**src/rtl/fir_pkg.sv**
```systemverilog
// fir_pkg: shared state encoding and fixed-point helpers for fir_mac_seq.
// Rounding is half-up; saturation helpers are used when FIR_SAT_EN is set.
package fir_pkg;

  typedef enum logic [1:0] {
    IDLE = 2'd0,
    MAC  = 2'd1,
    HOLD = 2'd2
  } fir_state_e;

  localparam int RND_W = 64;

  function automatic int acc_w(
    input int data_w,
    input int coef_w,
    input int ntaps
  );
    return data_w + coef_w + $clog2(ntaps);
  endfunction

  function automatic logic signed [RND_W-1:0] round_hu(
    input logic signed [RND_W-1:0] acc,
    input int                      frac_w
  );
    logic signed [RND_W-1:0] half;
    half = 64'sd1 <<< (frac_w - 1);
    return (acc + half) >>> frac_w;
  endfunction

  function automatic logic signed [RND_W-1:0] lim_hi(
    input int data_w
  );
    return (64'sd1 <<< (data_w - 1)) - 64'sd1;
  endfunction

  function automatic logic signed [RND_W-1:0] lim_lo(
    input int data_w
  );
    return -(64'sd1 <<< (data_w - 1));
  endfunction

  function automatic logic signed [RND_W-1:0] sat_round(
    input logic signed [RND_W-1:0] acc,
    input int                      frac_w,
    input int                      data_w
  );
    logic signed [RND_W-1:0] r;
    r = round_hu(acc, frac_w);
    if (r > lim_hi(data_w)) return lim_hi(data_w);
    if (r < lim_lo(data_w)) return lim_lo(data_w);
    return r;
  endfunction

  function automatic logic sat_hit(
    input logic signed [RND_W-1:0] acc,
    input int                      frac_w,
    input int                      data_w
  );
    logic signed [RND_W-1:0] r;
    r = round_hu(acc, frac_w);
    return (r > lim_hi(data_w)) || (r < lim_lo(data_w));
  endfunction

endpackage

```
**src/rtl/fir_mac_unit.sv**
```systemverilog
// fir_mac_unit: registered signed multiply-accumulate.
// acc presents the running sum including the current product.
import fir_pkg::*;

module fir_mac_unit #(
  parameter int A_W   = 16,
  parameter int B_W   = 16,
  parameter int ACC_W = 36
) (
  input  logic                    clk,
  input  logic                    rst,
  input  logic                    clr,
  input  logic                    en,
  input  logic signed [A_W-1:0]   a,
  input  logic signed [B_W-1:0]   b,
  output logic signed [ACC_W-1:0] acc
);

  localparam int P_W = A_W + B_W;

  logic signed [P_W-1:0]   prod;
  logic signed [ACC_W-1:0] prod_ext;
  logic signed [ACC_W-1:0] acc_q;
  logic signed [ACC_W-1:0] acc_d;

  assign prod     = a * b;
  assign prod_ext = {{(ACC_W-P_W){prod[P_W-1]}}, prod};
  assign acc      = acc_q + prod_ext;

  always_comb begin
    acc_d = acc_q;
    if (clr) begin
      acc_d = '0;
    end else if (en) begin
      acc_d = acc;
    end
  end

  always_ff @(posedge clk) begin
    if (rst) begin
      acc_q <= '0;
    end else begin
      acc_q <= acc_d;
    end
  end

endmodule

```
**src/rtl/fir_mac_seq.sv**
```systemverilog
// fir_mac_seq: time-multiplexed FIR, one shared MAC, NTAPS cycles per sample.
// Define FIR_SAT_EN to clamp out-of-range results instead of wrapping.
import fir_pkg::*;

module fir_mac_seq #(
  parameter int DATA_W = 16,
  parameter int COEF_W = 16,
  parameter int NTAPS  = 16,
  parameter int FRAC_W = 15
) (
  input  logic                     clk,
  input  logic                     rst,
  input  logic                     in_valid,
  output logic                     in_ready,
  input  logic [DATA_W-1:0]        in_data,
  input  logic                     coef_we,
  input  logic [$clog2(NTAPS)-1:0] coef_addr,
  input  logic [COEF_W-1:0]        coef_wdata,
  output logic                     coef_ready,
  output logic                     out_valid,
  input  logic                     out_ready,
  output logic [DATA_W-1:0]        out_data,
  output logic                     sat_flag
);

  localparam int TAP_W = $clog2(NTAPS);
  localparam int ACC_W = acc_w(DATA_W, COEF_W, NTAPS);

  fir_state_e state_q;
  fir_state_e state_d;

  logic [TAP_W-1:0] tap_q;
  logic [TAP_W-1:0] tap_d;

  logic signed [DATA_W-1:0] x_q    [NTAPS];
  logic signed [DATA_W-1:0] x_d    [NTAPS];
  logic signed [COEF_W-1:0] coef_q [NTAPS];
  logic signed [COEF_W-1:0] coef_d [NTAPS];

  logic [DATA_W-1:0] out_data_q;
  logic [DATA_W-1:0] out_data_d;
  logic              sat_q;
  logic              sat_d;

  logic accept;
  logic coef_wr;
  logic last_tap;
  logic mac_en;
  logic mac_clr;

  logic signed [ACC_W-1:0] acc_sum;
  logic signed [RND_W-1:0] acc_ext;

  // FSM: state register
  always_ff @(posedge clk) begin
    if (rst) begin
      state_q <= IDLE;
    end else begin
      state_q <= state_d;
    end
  end

  // FSM: next state
  always_comb begin
    state_d = state_q;
    unique case (state_q)
      IDLE: if (in_valid) state_d = MAC;
      MAC:  if (last_tap) state_d = HOLD;
      HOLD: if (out_ready) state_d = IDLE;
      default: state_d = IDLE;
    endcase
  end

  // FSM: outputs
  always_comb begin
    in_ready   = 1'b0;
    coef_ready = 1'b0;
    out_valid  = 1'b0;
    mac_en     = 1'b0;
    unique case (state_q)
      IDLE: begin
        in_ready   = 1'b1;
        coef_ready = 1'b1;
      end
      MAC:  mac_en    = 1'b1;
      HOLD: out_valid = 1'b1;
      default: ;
    endcase
  end

  assign accept   = in_valid & in_ready;
  assign coef_wr  = coef_we & coef_ready;
  assign mac_clr  = accept;
  assign last_tap = mac_en && (tap_q == TAP_W'(NTAPS - 1));

  // Coef write lands in the accept cycle, so it applies to that sample.
  always_comb begin
    x_d    = x_q;
    coef_d = coef_q;
    tap_d  = tap_q;
    if (coef_wr) begin
      coef_d[coef_addr] = coef_wdata;
    end
    if (accept) begin
      x_d[0] = in_data;
      for (int i = 1; i < NTAPS; i++) begin
        x_d[i] = x_q[i-1];
      end
      tap_d = '0;
    end else if (mac_en && !last_tap) begin
      tap_d = tap_q + TAP_W'(1);
    end
  end

  // Last tap: acc_sum already holds the complete sum of products.
  always_comb begin
    acc_ext    = {{(RND_W-ACC_W){acc_sum[ACC_W-1]}}, acc_sum};
    out_data_d = out_data_q;
    sat_d      = sat_q;
    if (last_tap) begin
`ifdef FIR_SAT_EN
      out_data_d = DATA_W'(sat_round(acc_ext, FRAC_W, DATA_W));
      sat_d      = sat_hit(acc_ext, FRAC_W, DATA_W);
`else
      out_data_d = DATA_W'(round_hu(acc_ext, FRAC_W));
      sat_d      = 1'b0;
`endif
    end
  end

  always_ff @(posedge clk) begin
    if (rst) begin
      tap_q      <= '0;
      out_data_q <= '0;
      sat_q      <= 1'b0;
      for (int i = 0; i < NTAPS; i++) begin
        x_q[i]    <= '0;
        coef_q[i] <= '0;
      end
    end else begin
      tap_q      <= tap_d;
      out_data_q <= out_data_d;
      sat_q      <= sat_d;
      x_q        <= x_d;
      coef_q     <= coef_d;
    end
  end

  fir_mac_unit #(
    .A_W   (DATA_W),
    .B_W   (COEF_W),
    .ACC_W (ACC_W)
  ) u_mac (
    .clk (clk),
    .rst (rst),
    .clr (mac_clr),
    .en  (mac_en),
    .a   (x_q[tap_q]),
    .b   (coef_q[tap_q]),
    .acc (acc_sum)
  );

  assign out_data = out_data_q;
  assign sat_flag = sat_q;

endmodule
```
**config.mk**
```make
export PLATFORM = sky130hd
export DESIGN_NAME = fir_mac_seq
export DESIGN_NICKNAME = d
export VERILOG_FILES = /design/src/rtl/fir_pkg.sv /design/src/rtl/fir_mac_unit.sv /design/src/rtl/fir_mac_seq.sv
export SDC_FILE = /design/constraint.sdc
export NUM_CORES = 2
export LEC_CHECK = 0
export CAP_MARGIN = 40
export CORE_UTILIZATION = 50
export CTS_CLUSTER_DIAMETER = 150
export DETAILED_ROUTE_END_ITERATION = 8
export DONT_BUFFER_PORTS = 1
export PLACE_DENSITY = 0.7
export SLEW_MARGIN = 20
export SYNTH_ARGS = -nofsm -noshare
export SYNTH_HDL_FRONTEND = slang
export SYNTH_SLANG_ARGS = --single-unit
```
**constraint.sdc**
```tcl
create_clock -name clk -period 10.3 [get_ports clk]
set_clock_uncertainty 0.05 [all_clocks]
set_input_delay 3.09 -clock clk [delete_from_list [all_inputs] [get_ports clk]]
set_output_delay 3.09 -clock clk [all_outputs]
set_load 0.05 [all_outputs]
```
==> metrics.yaml <==
clock_network:
  cts.clk_slew.worst_paths_ns: 0.06
  root_buffer: "clkbuf_16"
  clock_latency_ns: 0.66
  cts_setup_buffers: 0
  cts_tree: "done"
  cts_inserted_buffers: 61
  htree_levels: 2
  hold_buffers: 0
  clock_sinks: 565
  cts_buffer_depth: 3
  ctsResizeCount: 0
sta:
  finalSetupViolations: 0
  fin_crit_sh_pct: 88.9
  hold_ws_ns: 0.393
  slew_headroom_pct: -18.4
  final_max_slew_viol_count: 284
  fin_ws_ns: 1.14
  final_hold_viol_count: 0
  period_minus_slack_ns: 9.16
  fin_setup_tns_ns: 0
  tightest_slew_ns: 1.78
  clock.fmax_mhz: 109
  rsz0062_at_grt: "no"
power_and_ir_drop:
  leakage_nw: 14.1
  power_mw: 4.73
  ir_drop_uv: 139
  powerDensity_nw_per_um2: 125
logic_synthesis:
  synth_flop_cell: "dfxtp_1"
  synth_warnings: 0
  async_flop_share_pct: 0
  syn_avg_cell_area_um2: 8.57
  syn_inst: 4049
  synthDistinctLibCells: 84
  synth_edf_count: 0
  ys_ff_latch: 565
  netlist_area_um2: 34700
  yosysSeqAreaShare_pct: 32.6
  synth_fp_nets: 4472
drt:
  wl_per_cell_um: 17.8
  ant_nets: 0
  drc: 0
  wirelength_mm: 87.3
  routed-via-count: 27100
  via_per_inst: 5.53
  first_pass_iters: 5
  first_iter_violations: 2123
hold_path:
  hold_class: "flop to flop"
  hold_path.startpoint: "x_q[162]"
  hold_depth: 2
  min_to: "x_q[146]"
worst_setup_path:
  reg2reg_to: "out_data[14]"
  worstSetupEndpointType: "flop"
  r2r_cells: 23
  path_class: "flop to flop"
  cp-start-kind: "flop"
  cp.required_ns: 10.80
  reg2reg_from: "tap_q[2]"
  cp.arrival_ns: 9.66
  worstPathMaxFanout: 37
  rrSetupSlack_ns: 1.14
die:
  core.rowCount: 96
  die_h_um: 266
  core_um2: 68700
  die_x_um: 266
  io_pins: 61
  initial_core_util_pct: 50.5
  dieArea_um2: 70500
flow_run:
  cap_violations: 0
layout:
  final_cell_mix: "nand2_1 (1202), a21oi_1 (565), dfxtp_1 (561)"
  register_area_um2: 11300
  multi_input_area_um2: 21100
  drive_gt1_share_pct: 9.44
  nFillCells: 6243
  final_cells: 4895
  postLayoutCoreUtil_pct: 54.8
  fin_nets: 4336
  mostFrequentLayoutCell: "nand2_1"
  area_growth_pct: 8.52
  fin_area_um2: 37700
global_routing:
  track_usage_pct: 25.0
  grtUsageMet3_pct: 4.23
  grt-busiest-layer: "met2"
  grtUsageMet2_pct: 40.1
  grt_antenna_before_repair: 0
  grtUsageMet1_pct: 35.0
  grt_pass1_vias: 26400
  grt_max_degree: 533
  globalRouteOverflowTotal: 0
  grt_pass1_wl_mm: 142
placed_design:
  postPlaceCellArea_um2: 35500
  placed_cells: 4774
  globalplace.congestion: 0.874
  post-place-ws_ns: 1.17
  io_buffers: 0
  hpwlAfterDp_mm: 59.3
run_status:
  status: "finished, violations left"
  failed_checks: "max-slew violations"
==> worst max-delay path by stage <==
stage | start | end | slack [ns] | depth (start not counted)
6_report | tap_q[2] | out_data[14] | 1.14 | 23
2_1_floorplan | tap_q[0] | out_data[12] | 1.41 | 31
3_3_place_gp | tap_q[0] | out_data[12] | 1.28 | 27
4_1_cts | tap_q[0] | out_data[12] | 1.19 | 27
5_1_grt | tap_q[2] | out_data[14] | 0.58 | 23
3_5_place_dp | tap_q[2] | out_data[14] | 1.17 | 23
==> registers in the layout (all words and copies together) (netlist names) <==
name         count
coef_q         256
tap_q            4
u_mac.acc_q     31
state_q          2
out_data        16
x_q            256
==> cell type report <==
type	instances	share of cell area, %
sequential	565	30.1
tap	931	3.09
inverter	339	3.38
clock buffer	92	4.73
multi-input combinational	2870	56.0
clock inverter	21	0.638
antenna	1	0.00664
timing repair buffer	76	2.10
==> cell usage after synthesis, types with 5 or more instances <==
cell         n  area (um2)
or2_2        8        50.1
inv_1      339        1270
nor2_1     209         785
nand2b_1    39         244
o21a_1      10        75.1
o21ai_0     26         130
ha_1        97        1210
o211ai_1     7        52.6
nand4_1      5        31.3
nand3_1     16        80.1
mux4_2     136        3060
a21o_1       7        52.6
buf_2       22         110
or3_1        8        50.1
nor3_1      15        75.1
xnor2_1     23         201
mux2_2      21         236
a211oi_1    19         143
xor2_1       9        78.8
fa_1       285        5710
dfxtp_1    565       11300
a31oi_1      7        43.8
and3_1       6        37.5
nor2b_1     15        93.8
mux2i_1     24         240
o21ai_1     15        75.1
buf_1       23        86.3
nand2_1   1203        4520
a21oi_1    565        2830
and2_1      13        81.3
clkbuf_1   223         837
==> power breakdown <==
| group | switching, mW | internal [mW] | total (mW) |
|---|---|---|---|
| Combinational | 0.207 | 0.106 | 0.314 |
| Clock | 0.940 | 1.25 | 2.19 |
| Sequential | 0.0177 | 2.21 | 2.22 |
| Total | 1.16 | 3.56 | 4.73 |
==> kinds of logic (layout without fill, tap and decap cells) <==
| family | after synthesis | after routing | share of synthesized area (%) |
|---|---|---|---|
| other cells | 1 | 2 | 0.0108 |
| simple gates | 1560 | 1560 | 18.0 |
| compound gates | 711 | 711 | 11.4 |
| flops | 565 | 565 | 32.6 |
| buf+inv | 614 | 528 | 6.81 |
| xor+xnor | 35 | 35 | 1.00 |
| fa+ha+maj | 382 | 382 | 19.9 |
| mux | 181 | 181 | 10.2 |
==> per-layer routing <==
metal  part of all wire (%)  wire [um]
met5                      0          0
met2                     46      40000
met1                     44      38700
met3                    7.6       6590
met4                    2.2       1960
==> worst max-delay path: stages (launching register included) <==
cell and delay, ns:
dfxtp_4 0.84, nor2b_1 0.48, a22oi_1 0.24, nand2_1 0.54, nand2b_1 0.29, fa_1 0.71
inv_1 0.15, fa_1 0.87, fa_1 0.53, fa_1 0.52, fa_1 0.49, inv_1 0.05
fa_1 0.47, inv_1 0.04, ha_1 0.41, nand2_1 0.13, nor3_1 0.23, nand3_1 0.11
a21oi_1 0.30, nor3_1 0.11, a2111oi_0 0.43, nand4_1 0.28, or4_1 0.52, a311oi_1 0.26
Power figures use the tool's default switching activity.
